[src/rtl/face_pos_stabilizer_pkg.sv]
// Shared widths, the no-eye code and the per-slot record for face_pos_stabilizer.
package face_pos_stabilizer_pkg;
   localparam int COORD_W   = 7;
   localparam int NUM_FACES = 2;
   localparam int MISS_W    = 4;
   localparam logic [2*COORD_W-1:0] NO_EYE = '0;

   typedef logic [COORD_W-1:0] coord_t;

   typedef struct packed {
      coord_t x;
      coord_t y;
      coord_t e1r;
      coord_t e1c;
      coord_t e2r;
      coord_t e2c;
   } face_t;
endpackage

[src/rtl/face_pos_stabilizer_slot_track.sv]
// One face slot: candidate buffer, miss/hold counters and the smoothing datapath.
// FACE_SMOOTH_EN selects IIR smoothing with jump snap and eye hold; otherwise values pass through.
module face_slot_track
   import face_pos_stabilizer_pkg::*;
#(
   parameter int SHIFT       = 2,
   parameter int JUMP_TH     = 12,
   parameter int HOLD_FRAMES = 4
) (
   input  logic  clk,
   input  logic  rst_n,
   input  logic  commit,
   input  logic  det_we,
   input  face_t det,
   output logic  active,
   output face_t cur
);
`ifdef FACE_SMOOTH_EN
   localparam bit SMOOTH_EN = 1'b1;
`else
   localparam bit SMOOTH_EN = 1'b0;
`endif
   localparam logic [MISS_W-1:0] HM  = MISS_W'(HOLD_FRAMES);
   localparam logic signed [7:0] JTH = 8'(JUMP_TH);

   typedef struct packed {
      coord_t            r;
      coord_t            c;
      logic [MISS_W-1:0] m;
   } eye_t;

   face_t             cand;
   face_t             nxt;
   eye_t              e1_nx, e2_nx;
   logic              seen, e1_none, e2_none;
   logic [MISS_W-1:0] miss, e1_miss, e2_miss;

   function automatic coord_t smooth(coord_t c, coord_t n);
      logic signed [7:0] d, step;
      logic signed [8:0] sum;
      d = $signed({1'b0, n}) - $signed({1'b0, c});
      if (d > JTH || d < -JTH) return n;
      step = d >>> SHIFT;
      if (d != 8'sd0 && step == 8'sd0) step = d[7] ? -8'sd1 : 8'sd1;
      sum = $signed({2'b00, c}) + $signed({step[7], step});
      if (sum < 9'sd0) return '0;
      if (sum > 9'sd127) return 7'd127;
      return sum[6:0];
   endfunction

   // A missing eye keeps its last value until the miss counter expires;
   // an eye returning after expiry is loaded directly rather than ramped from zero.
   function automatic eye_t eye_step(eye_t e, coord_t nr, coord_t nc);
      eye_t o;
      o = e;
      if ({nr, nc} == NO_EYE) begin
         if (e.m >= HM - 1'b1) o = '{r: '0, c: '0, m: HM};
         else                  o.m = e.m + 1'b1;
      end else if (e.m == HM) begin
         o = '{r: nr, c: nc, m: '0};
      end else begin
         o = '{r: smooth(e.r, nr), c: smooth(e.c, nc), m: '0};
      end
      return o;
   endfunction

   assign e1_none = ({cand.e1r, cand.e1c} == NO_EYE);
   assign e2_none = ({cand.e2r, cand.e2c} == NO_EYE);

   always_comb begin
      nxt   = cand;
      e1_nx = '{r: cand.e1r, c: cand.e1c, m: (e1_none ? HM : '0)};
      e2_nx = '{r: cand.e2r, c: cand.e2c, m: (e2_none ? HM : '0)};
      if (SMOOTH_EN) begin
         nxt.x   = smooth(cur.x, cand.x);
         nxt.y   = smooth(cur.y, cand.y);
         e1_nx   = eye_step('{r: cur.e1r, c: cur.e1c, m: e1_miss}, cand.e1r, cand.e1c);
         e2_nx   = eye_step('{r: cur.e2r, c: cur.e2c, m: e2_miss}, cand.e2r, cand.e2c);
         nxt.e1r = e1_nx.r;
         nxt.e1c = e1_nx.c;
         nxt.e2r = e2_nx.r;
         nxt.e2c = e2_nx.c;
      end
   end

   always_ff @(posedge clk or negedge rst_n) begin
      if (!rst_n) begin
         cand    <= '0;
         seen    <= 1'b0;
         miss    <= HM;
         e1_miss <= HM;
         e2_miss <= HM;
         active  <= 1'b0;
         cur     <= '0;
      end else if (commit) begin
         // a strobe landing on the commit cycle seeds the next frame
         cand <= det_we ? det : '0;
         seen <= det_we;
         if (seen) begin
            miss   <= '0;
            active <= 1'b1;
            if (active) begin
               cur     <= nxt;
               e1_miss <= e1_nx.m;
               e2_miss <= e2_nx.m;
            end else begin
               cur     <= cand;
               e1_miss <= e1_none ? HM : '0;
               e2_miss <= e2_none ? HM : '0;
            end
         end else if (miss >= HM - 1'b1) begin
            miss    <= HM;
            active  <= 1'b0;
            cur     <= '0;
            e1_miss <= HM;
            e2_miss <= HM;
         end else begin
            miss <= miss + 1'b1;
         end
      end else if (det_we) begin
         cand <= det;
         seen <= 1'b1;
      end
   end
endmodule

[src/rtl/face_pos_stabilizer.sv]
// Frame-synchronous face/eye position stabilizer feeding the filter overlay.
// Optional smoothing is enabled by defining FACE_SMOOTH_EN.
module face_pos_stabilizer
   import face_pos_stabilizer_pkg::*;
#(
   parameter int SHIFT       = 2,
   parameter int JUMP_TH     = 12,
   parameter int HOLD_FRAMES = 4
) (
   input  logic       iCLK,
   input  logic       iRST_N,
   input  logic       iVS,
   input  logic [1:0] iSTYLE,
   input  logic       iDET_VALID,
   input  logic       iDET_ID,
   input  logic [6:0] iDET_X,
   input  logic [6:0] iDET_Y,
   input  logic [6:0] iDET_E1R,
   input  logic [6:0] iDET_E1C,
   input  logic [6:0] iDET_E2R,
   input  logic [6:0] iDET_E2C,
   output logic [1:0] oNUM,
   output logic [1:0] oSTYLE,
   output logic [6:0] oPOS_X1,
   output logic [6:0] oPOS_Y1,
   output logic [6:0] oPOS_X2,
   output logic [6:0] oPOS_Y2,
   output logic [6:0] oEYEROW11,
   output logic [6:0] oEYECOL11,
   output logic [6:0] oEYEROW12,
   output logic [6:0] oEYECOL12,
   output logic [6:0] oEYEROW21,
   output logic [6:0] oEYECOL21,
   output logic [6:0] oEYEROW22,
   output logic [6:0] oEYECOL22,
   output logic       oCOMMIT
);
   logic  vs_p0, vs_p1, commit;
   logic  act0, act1;
   face_t det, s0, s1, f1, f2;

   assign commit = vs_p0 & ~vs_p1;
   assign det    = '{x: iDET_X, y: iDET_Y, e1r: iDET_E1R, e1c: iDET_E1C,
                     e2r: iDET_E2R, e2c: iDET_E2C};

   always_ff @(posedge iCLK or negedge iRST_N) begin
      if (!iRST_N) begin
         vs_p0   <= 1'b0;
         vs_p1   <= 1'b0;
         oCOMMIT <= 1'b0;
         oSTYLE  <= '0;
      end else begin
         vs_p0   <= iVS;
         vs_p1   <= vs_p0;
         oCOMMIT <= commit;
         if (commit) oSTYLE <= iSTYLE;
      end
   end

   face_slot_track #(.SHIFT(SHIFT), .JUMP_TH(JUMP_TH), .HOLD_FRAMES(HOLD_FRAMES)) u_slot0 (
      .clk(iCLK), .rst_n(iRST_N), .commit(commit),
      .det_we(iDET_VALID & ~iDET_ID), .det(det), .active(act0), .cur(s0)
   );

   face_slot_track #(.SHIFT(SHIFT), .JUMP_TH(JUMP_TH), .HOLD_FRAMES(HOLD_FRAMES)) u_slot1 (
      .clk(iCLK), .rst_n(iRST_N), .commit(commit),
      .det_we(iDET_VALID & iDET_ID), .det(det), .active(act1), .cur(s1)
   );

   // a lone slot 1 is packed into the first output set
   always_comb begin
      f1 = '0;
      f2 = '0;
      if (act0) begin
         f1 = s0;
         if (act1) f2 = s1;
      end else if (act1) begin
         f1 = s1;
      end
   end

   assign oNUM      = {1'b0, act0} + {1'b0, act1};
   assign oPOS_X1   = f1.x;
   assign oPOS_Y1   = f1.y;
   assign oPOS_X2   = f2.x;
   assign oPOS_Y2   = f2.y;
   assign oEYEROW11 = f1.e1r;
   assign oEYECOL11 = f1.e1c;
   assign oEYEROW12 = f1.e2r;
   assign oEYECOL12 = f1.e2c;
   assign oEYEROW21 = f2.e1r;
   assign oEYECOL21 = f2.e1c;
   assign oEYEROW22 = f2.e2r;
   assign oEYECOL22 = f2.e2c;
endmodule

[config.mk]
export PLATFORM = sky130hd
export DESIGN_NAME = face_pos_stabilizer
export DESIGN_NICKNAME = d
export VERILOG_FILES = /design/src/rtl/face_pos_stabilizer_pkg.sv /design/src/rtl/face_pos_stabilizer_slot_track.sv /design/src/rtl/face_pos_stabilizer.sv
export SDC_FILE = /design/constraint.sdc
export NUM_CORES = 1
export LEC_CHECK = 0
export CORE_ASPECT_RATIO = 1.75
export CORE_MARGIN = 2
export CORE_UTILIZATION = 52
export DETAILED_ROUTE_END_ITERATION = 10
export PLACE_DENSITY = 0.8
export SKIP_LAST_GASP = 1
export SLEW_MARGIN = 20
export SYNTH_ARGS = -nofsm -noshare
export SYNTH_HDL_FRONTEND = slang
export SYNTH_SLANG_ARGS = --single-unit
[constraint.sdc]
create_clock -name iCLK -period 1.82 [get_ports iCLK]
set_input_delay 0.455 -clock iCLK [delete_from_list [all_inputs] [get_ports iCLK]]
set_output_delay 0.455 -clock iCLK [all_outputs]
set_load 0.02 [all_outputs]
==> results of run 1 <==
==> final timing paths <==
check                      cells after the start                  startpoint                           to  slack, ns
max in group asynchronous                      3                      iRST_N  u_slot1.miss[2]$_DFFE_PN1P_       0.67
min in group asynchronous                      2                      iRST_N  u_slot0.cur[10]$_DFFE_PN0P_       0.52
hold reg to reg                                0             vs_p0$_DFF_PN0_              vs_p1$_DFF_PN0_       0.38
setup reg to reg                               6             vs_p1$_DFF_PN0_  u_slot0.cur[22]$_DFFE_PN0P_       0.14
hold / removal                                 0             vs_p0$_DFF_PN0_              vs_p1$_DFF_PN0_       0.38
setup / recovery                               5  u_slot0.active$_DFFE_PN0P_                 oEYEROW11[1]      -0.29
==> sequential cells by signal, summed over array words and instances, names as in the netlist <==
name	count
u_slot1.miss	4
u_slot0.cand	42
u_slot0.seen	1
u_slot1.seen	1
u_slot0.active	1
u_slot0.cur	42
u_slot1.active	1
vs_p0	1
oCOMMIT	1
vs_p1	1
oSTYLE	2
u_slot1.cur	42
u_slot0.miss	4
u_slot1.cand	42
==> power by group <==
| part | leakage [nW] | internal [mW] | switching (mW) | total (mW) |
|---|---|---|---|---|
| clock network | 0.268 | 1.90 | 1.62 | 3.52 |
| logic | 2.20 | 1.58 | 1.60 | 3.19 |
| registers | 2.40 | 4.72 | 0.488 | 5.21 |
| total | 4.87 | 8.21 | 3.71 | 11.9 |
==> layout make-up <==
class,count,area share (%)
sequential,185,48.1
multi-input combinational,299,26.1
timing repair buffer,179,17.6
clock buffer,19,4.49
tap,177,2.30
clock inverter,13,1.26
inverter,3,0.143
antenna,1,0.0260
==> kinds of logic after synthesis <==
logic type / Yosys count / share of synthesized area (%)
simple gates: 74 / 6.14
buf+inv: 61 / 5.08
flops: 185 / 62.5
fa+ha+maj: 3 / 0.506
compound gates: 220 / 25.8
==> layer usage <==
metal | share of wire (%) | track usage (%)
met5 | 0 | 0
met4 | 4.0 | 15.3
met3 | 6.2 | 5.52
met2 | 52 | 48.1
met1 | 38 | 36.1
==> worst max-delay path, delay by kind of cell (launching register included) <==
kind	cells	cell delay (ns)
DFF	1	0.45
and+or+nand+nor	1	0.20
AOI/OAI and AO/OA	1	0.14
buffers and inverters	3	0.43
==> stage by stage <==
| stage | setup WS (ns) | cell area [sq um] |
|---|---|---|
| after floorplan | 0.201 | 7410 |
| after global placement | -0.456 | 9060 |
| after detailed placement | -0.524 | 9060 |
| after CTS | -0.298 | 9540 |
| after global routing | -0.345 | 9630 |
| final | -0.286 | 9630 |
==> repair_timing <==
action / in CTS / in global routing
hold buffers: 1 / 0
buffers inserted: 5 / 6
endpoints found under the hold margin: 38 / 0
setup endpoints to repair: 173 / 130
pin swaps: 4 / 6
gates resized for setup: 395 / 56
cloned: 3 / 1
==> synthesized netlist by cell type, types with 3 or more instances <==
| library cell | n | area share, % |
|---|---|---|
| and3_1 | 42 | 3.5 |
| nand2b_1 | 3 | 0.25 |
| o21ai_0 | 5 | 0.34 |
| buf_4 | 6 | 0.61 |
| buf_6 | 14 | 2.1 |
| clkbuf_1 | 20 | 1.0 |
| nand2_1 | 16 | 0.81 |
| buf_2 | 16 | 1.1 |
| a22o_1 | 207 | 24 |
| a21o_1 | 4 | 0.41 |
| dfrtp_1 | 183 | 62 |
| and2_1 | 5 | 0.42 |
| ha_1 | 3 | 0.51 |
==> results.cfg, run 1 <==
[sta]
worstMarginPinSlew_ns = 0.743
period_minus_slack_ns = 2.11
tns_ns = -16.52
setup_viol = 86
rsz0062_at_grt = true
slew_violations = 0
hold_viol = 0
fin_worst_hold_slack_ns = 0.381
skew_ns = 0.0102
fmax_ghz = 0.475
worst_slack_ns = -0.286
min_period_over_period_pct = 116
relSlewSlack_pct = 50.4

[layout]
final_common_cell = a22o_1
layout_common_cells = a22o_1 (207), dfrtp_1 (182), buf_4 (55)
fin_util_pct = 69.3
layout-drive-gt1-share_pct = 26.5
ff_latch_area_sq_um = 4630
layout.cells.non_filler = 876
nets = 737
fill_cells = 961
multiInputGateArea_sq_um = 2510
syn2layout_area_growth_pct = 29.9

[floorplanning]
io_pins = 138
initial_core_util_pct = 53.3
die-area_sq_um = 15300
rows = 57
core_area_sq_um = 13900
die_w_um = 94.3
die_h_um = 162

[place]
dp.cells = 831
dpl.hpwl_um = 12800
place.gp.congestion = 0.857
port-buffer-count = 137

[global_routing]
antenna_found_initial = 1
grt_pass1_vias = 6039
grt_pass1_wl_um = 33600
grt_max_degree = 50
grtUsageTotal_pct = 29.1
grt_overflow_total = 0

[setup_path]
cp-start-kind = flip-flop
crit_top_cell = buf_4
arrival_ns = 1.65
worstPathRequired_ns = 1.36
critical_path_class = flip-flop to output port
worst-path-max-fanout = 7
slowest_delay_ns = 0.45
end_kind = output port
cp_cell_sequence = nor2b_4 > buf_4 > buf_16 > a22o_1 > buf_4
critPathSlowestCell = dfrtp_2

[cts]
h-tree-depth = 4
cts_buffer_depth = 2
clkTransAtPathRegs_ns = 0.07
cts_inserted_buffers = 17
cts_tree = done
cts.sinks = 185
clockRootBuffer = clkbuf_16
clk_latency_ns = 0.43

[routing]
viasPerCell = 6.52
wire_per_inst_um = 24.5
dr.first_iter.drc_count = 458
ant_nets = 0
drc = 0
wirelength_um = 21400
dr.pass1.iters = 5
vias = 5715

[power]
p_leak_nw = 4.87
p_per_area_nw_per_um2 = 1240
total_power_mw = 11.9
vdd_drop_max_mv = 0.626

[worst_hold_path]
hold_class = flip-flop to flip-flop

[synthesis]
ys_warn_count = 0
yosysSeqAreaShare_pct = 62.5
async_reset_ff_share_pct = 100
syn-cell-area_sq_um = 7410
synth_seq_cells = 185
synth_nets = 595
synthFlopType = dfrtp_1
netlist-cell-type-count = 24
synthCells = 543
synth_edf_count = 0
avgSynthCellArea_sq_um = 13.7

[outcome]
violations = negative setup slack
status = complete, but fails checks

[run]
maxCapViolations = 0
No activity file was read; power rests on OpenSTA's default activity.
==> inputs of run 2 (changes only) <==
--- a/config.mk
+++ b/config.mk
@@ -7,9 +7,9 @@
 export LEC_CHECK = 0
 export CORE_ASPECT_RATIO = 1.75
 export CORE_MARGIN = 2
-export CORE_UTILIZATION = 52
+export CORE_UTILIZATION = 47
 export DETAILED_ROUTE_END_ITERATION = 10
-export PLACE_DENSITY = 0.8
+export PLACE_DENSITY = 0.76
 export SKIP_LAST_GASP = 1
 export SLEW_MARGIN = 20
 export SYNTH_ARGS = -nofsm -noshare
==> constraint.sdc (replaced) <==
create_clock -name iCLK -period 1.8 [get_ports iCLK]
set_input_delay 0.45 -clock iCLK [delete_from_list [all_inputs] [get_ports iCLK]]
set_output_delay 0.45 -clock iCLK [all_outputs]
set_load 0.02 [all_outputs]
==> results.cfg, run 2 (synthesized netlist as in run 1, its figures left out) <==
[place]
port-buffer-count = 137
dpl.hpwl_um = 12500
place.gp.congestion = 0.827

[sta]
tns_ns = -14.62
period_minus_slack_ns = 2.09
min_period_over_period_pct = 116
rsz0062_at_grt = true
setup_viol = 86
relSlewSlack_pct = 49.0
worst_slack_ns = -0.292
slew_violations = 0
hold_viol = 0
fmax_ghz = 0.478
worstMarginPinSlew_ns = 0.764
skew_ns = 0.00773

[floorplanning]
die_h_um = 170
core_area_sq_um = 15400
io_pins = 138
die-area_sq_um = 16800
die_w_um = 98.9
initial_core_util_pct = 48.2
rows = 60

[setup_path]
cp-start-kind = flip-flop
critical_path_class = flip-flop to output port
worstPathRequired_ns = 1.35
cp_cell_sequence = nor2b_4 > buf_6 > a22o_1 > buf_2
cp_top_family = flip-flops
arrival_ns = 1.64
worst-path-max-fanout = 17
regToRegSetupSlack_ns = 0.07
slowest_delay_ns = 0.44
critical_path_buf_inv_count = 2
critPathSlowestCell = dfrtp_2
end_kind = output port

[routing]
wire_per_inst_um = 24.3
viasPerCell = 6.42
vias = 5635
wirelength_um = 21400
drc = 0
dr.pass1.iters = 5
dr.first_iter.drc_count = 441
ant_nets = 0

[layout]
antenna-diode-count = 0
syn2layout_area_growth_pct = 29.1
nets = 732
final_common_cell = a22o_1
layout_common_cells = a22o_1 (201), dfrtp_1 (182), buf_2 (56)
layout-drive-gt1-share_pct = 26.7

[power]
total_power_mw = 12.0
vdd_drop_max_mv = 0.811
p_leak_nw = 4.85
p_per_area_nw_per_um2 = 1260

[cts]
cts_buffer_depth = 2
clkTransAtPathRegs_ns = 0.07
cts.sinks = 185
cts_inserted_buffers = 17
cts_tree = done
clockRootBuffer = clkbuf_16
clk_latency_ns = 0.42
h-tree-depth = 4

[outcome]
violations = negative setup slack
status = complete, but fails checks

[global_routing]
grt_pass1_wl_um = 32900
grt_overflow_total = 0
grt_pass1_vias = 5800
grtUsageTotal_pct = 25.6
antenna_found_initial = 0
grt_max_degree = 48

[worst_hold_path]
hold_class = flip-flop to flip-flop

[run]
maxCapViolations = 0
## run 2: final timing paths
path	startpoint	endpoint	cells past startpoint
worst max-delay path	u_slot0.active$_DFFE_PN0P_	oEYEROW12[3]	4
worst min-delay path	vs_p0$_DFF_PN0_	vs_p1$_DFF_PN0_	0
worst max register to register	vs_p0$_DFF_PN0_	u_slot0.cur[12]$_DFFE_PN0P_	6
worst min register to register	vs_p0$_DFF_PN0_	vs_p1$_DFF_PN0_	0
max in group asynchronous	iRST_N	u_slot0.miss[2]$_DFFE_PN1P_	3
min in group asynchronous	iRST_N	u_slot0.cand[10]$_DFFE_PN0P_	2
## run 2: area by class of cell
type	count	area, sq um
multi-input cells	299	2540
clock inverters	13	145
inverters	3	16.3
fillers	1164	5810
well taps	186	233
repair buffers	174	1580
flip-flops and latches	185	4630
clock buffers	18	429
## run 2: per-stage QoR
stage,utilization (%),cells,area [sq um],setup slack (ns),hold slack [ns]
after floorplan,-,543,7410,0.186,0.154
after global placement,58.9,838,9060,-0.499,0.367
after detailed placement,58.9,838,9060,-0.606,0.367
after CTS,61.6,877,9490,-0.265,0.382
after global routing,62.2,878,9580,-0.320,0.405
final,62.2,878,9580,-0.292,0.379
## run 2: report_power, final
part | switching (mW) | leakage (nW) | total (mW) | internal [mW]
combinational | 1.60 | 2.18 | 3.09 | 1.49
clock | 1.61 | 0.267 | 3.67 | 2.05
sequential | 0.499 | 2.40 | 5.27 | 4.78
total | 3.71 | 4.85 | 12.0 | 8.32
## run 2: routing by layer
metal  part of all wire [%]  vias up  global-route usage [%]  wire (um)
met4                    3.4        0                    11.9        737
met3                    7.4       49                    5.42       1580
li1                       -     2363                       -          -
met2                     52      302                    42.5      11100
met1                     37     2921                    31.8       7950
met5                      0        -                       0          0
## run 2: what timing repair did
item | CTS | global route
endpoints found under the setup margin | 173 | 123
gates cloned | 3 | 1
endpoints found under the hold margin | 36 | 0
gates resized for setup | 401 | 26
hold buffers | 1 | 0
pin swaps | 7 | 5
setup buffers | 5 | 2
==> inputs of run 3 (changes only) <==
--- a/config.mk
+++ b/config.mk
@@ -6,9 +6,10 @@
 export NUM_CORES = 1
 export LEC_CHECK = 0
 export CORE_ASPECT_RATIO = 1.75
-export CORE_MARGIN = 2
+export CORE_MARGIN = 4
 export CORE_UTILIZATION = 47
 export DETAILED_ROUTE_END_ITERATION = 10
+export GPL_TIMING_DRIVEN = 0
 export PLACE_DENSITY = 0.76
 export SKIP_LAST_GASP = 1
 export SLEW_MARGIN = 20
==> results.cfg, run 3 (synthesized netlist as in run 1, its figures left out) <==
[outcome]
status = complete, but fails checks
violations = negative setup slack

[sta]
fmax_ghz = 0.462
rsz0062_at_grt = true
relSlewSlack_pct = 55.6
skew_ns = 0.0117
min_period_over_period_pct = 120
worstMarginPinSlew_ns = 0.666
worst_slack_ns = -0.364
period_minus_slack_ns = 2.16
slew_violations = 0
hold_viol = 0
setup_viol = 86
tns_ns = -22.91

[global_routing]
grt_pass1_vias = 6330
grt_pass1_wl_um = 36000
grtUsageTotal_pct = 26.4
grt_max_degree = 99
grt_overflow_total = 0
antenna_found_initial = 1

[routing]
dr.first_iter.drc_count = 492
wirelength_um = 23500
viasPerCell = 6.43
wire_per_inst_um = 25.7
ant_nets = 0
dr.pass1.iters = 5
vias = 5887
drc = 0

[floorplanning]
die_h_um = 174
die_w_um = 103
core_area_sq_um = 15500
initial_core_util_pct = 47.9
rows = 60
die-area_sq_um = 17900
io_pins = 138

[cts]
clk_latency_ns = 0.43
clkTransAtPathRegs_ns = 0.08
h-tree-depth = 4
cts_tree = done
ctsHoldBuffers = 0
cts.sinks = 185
cts_inserted_buffers = 17
clockRootBuffer = clkbuf_16
cts_buffer_depth = 2

[setup_path]
critical_path_class = flip-flop to output port
arrival_ns = 1.71
worstPathRequired_ns = 1.35
slowest_delay_ns = 0.44
worst-path-max-fanout = 10
crit_start = u_slot1.active$_DFFE_PN0P_
critPathSlowestCell = dfrtp_2
cp_cell_sequence = nor2b_4 > clkbuf_16 > buf_12 > a22o_1 > buf_6
end_kind = output port
cp-start-kind = flip-flop
critical_path_buf_inv_count = 3
r2r_cells = 6
r2r-start = u_slot1.miss[0]$_DFFE_PN0P_
regToRegSetupSlack_ns = 0.21
cp_num_cells = 5
cp_top_family = buffers and inverters

[place]
port-buffer-count = 137
place.gp.congestion = 0.844
dpl-instance-area_sq_um = 9050
pre_cts_slack_ns = -0.826
dpl.hpwl_um = 15200

[power]
p_per_area_nw_per_um2 = 1270
p_leak_nw = 5.01
total_power_mw = 13.0
vdd_drop_max_mv = 0.767

[layout]
layout_common_cells = a22o_1 (204), dfrtp_1 (181), buf_6 (77)
fin_util_pct = 66.1
final_common_cell = a22o_1
layout-drive-gt1-share_pct = 31.2
design_area_sq_um = 10200
nets = 767
syn2layout_area_growth_pct = 37.8

[worst_hold_path]
hold_class = primary input to async pin

[run]
maxCapViolations = 0
run 3: stage by stage:
step / hold slack, ns / cells
floorplan: 0.154 / 543
global placement: 0.366 / 866
detailed placement: 0.376 / 867
CTS: 0.0477 / 909
global route: 0.0728 / 915
finish: 0.0151 / 915
run 3: final cells by class:
class | count | area (sq um)
fillers | 1086 | 5250
diodes | 1 | 2.50
flip-flops and latches | 185 | 4630
inverters | 3 | 11.3
well taps | 186 | 233
repair buffers | 154 | 1580
plain buffers | 57 | 551
multi-input cells | 297 | 2580
clock inverters | 15 | 203
clock buffers | 17 | 425
run 3: worst paths after layout:
path | to
worst max-delay path | oEYEROW11[6]
min in group iCLK | vs_p1$_DFF_PN0_
max in group asynchronous | u_slot1.cur[31]$_DFFE_PN0P_
worst min register to register | vs_p1$_DFF_PN0_
worst min-delay path | u_slot1.cand[11]$_DFFE_PN0P_
worst max register to register | u_slot1.cur[20]$_DFFE_PN0P_
run 3: where the power goes:
| part | internal, mW | switching, mW |
|---|---|---|
| clock | 2.25 | 1.76 |
| sequential | 4.77 | 0.496 |
| combinational | 1.90 | 1.79 |
| total | 8.92 | 4.05 |
run 3: metal layers:
layer,wire length [um],part of all wire (%),global-route usage (%)
met3,1800,7.6,4.58
met5,0,0,0
met4,804,3.4,13.3
met1,8340,35,32.4
met2,12600,54,43.8
run 3: what timing repair did:
item / in CTS / in global routing
pin swaps: 4 / 9
endpoints found under the setup margin: 89 / 90
gates resized for setup: 469 / 107
setup buffers: 8 / 4
gates cloned: 2 / 2
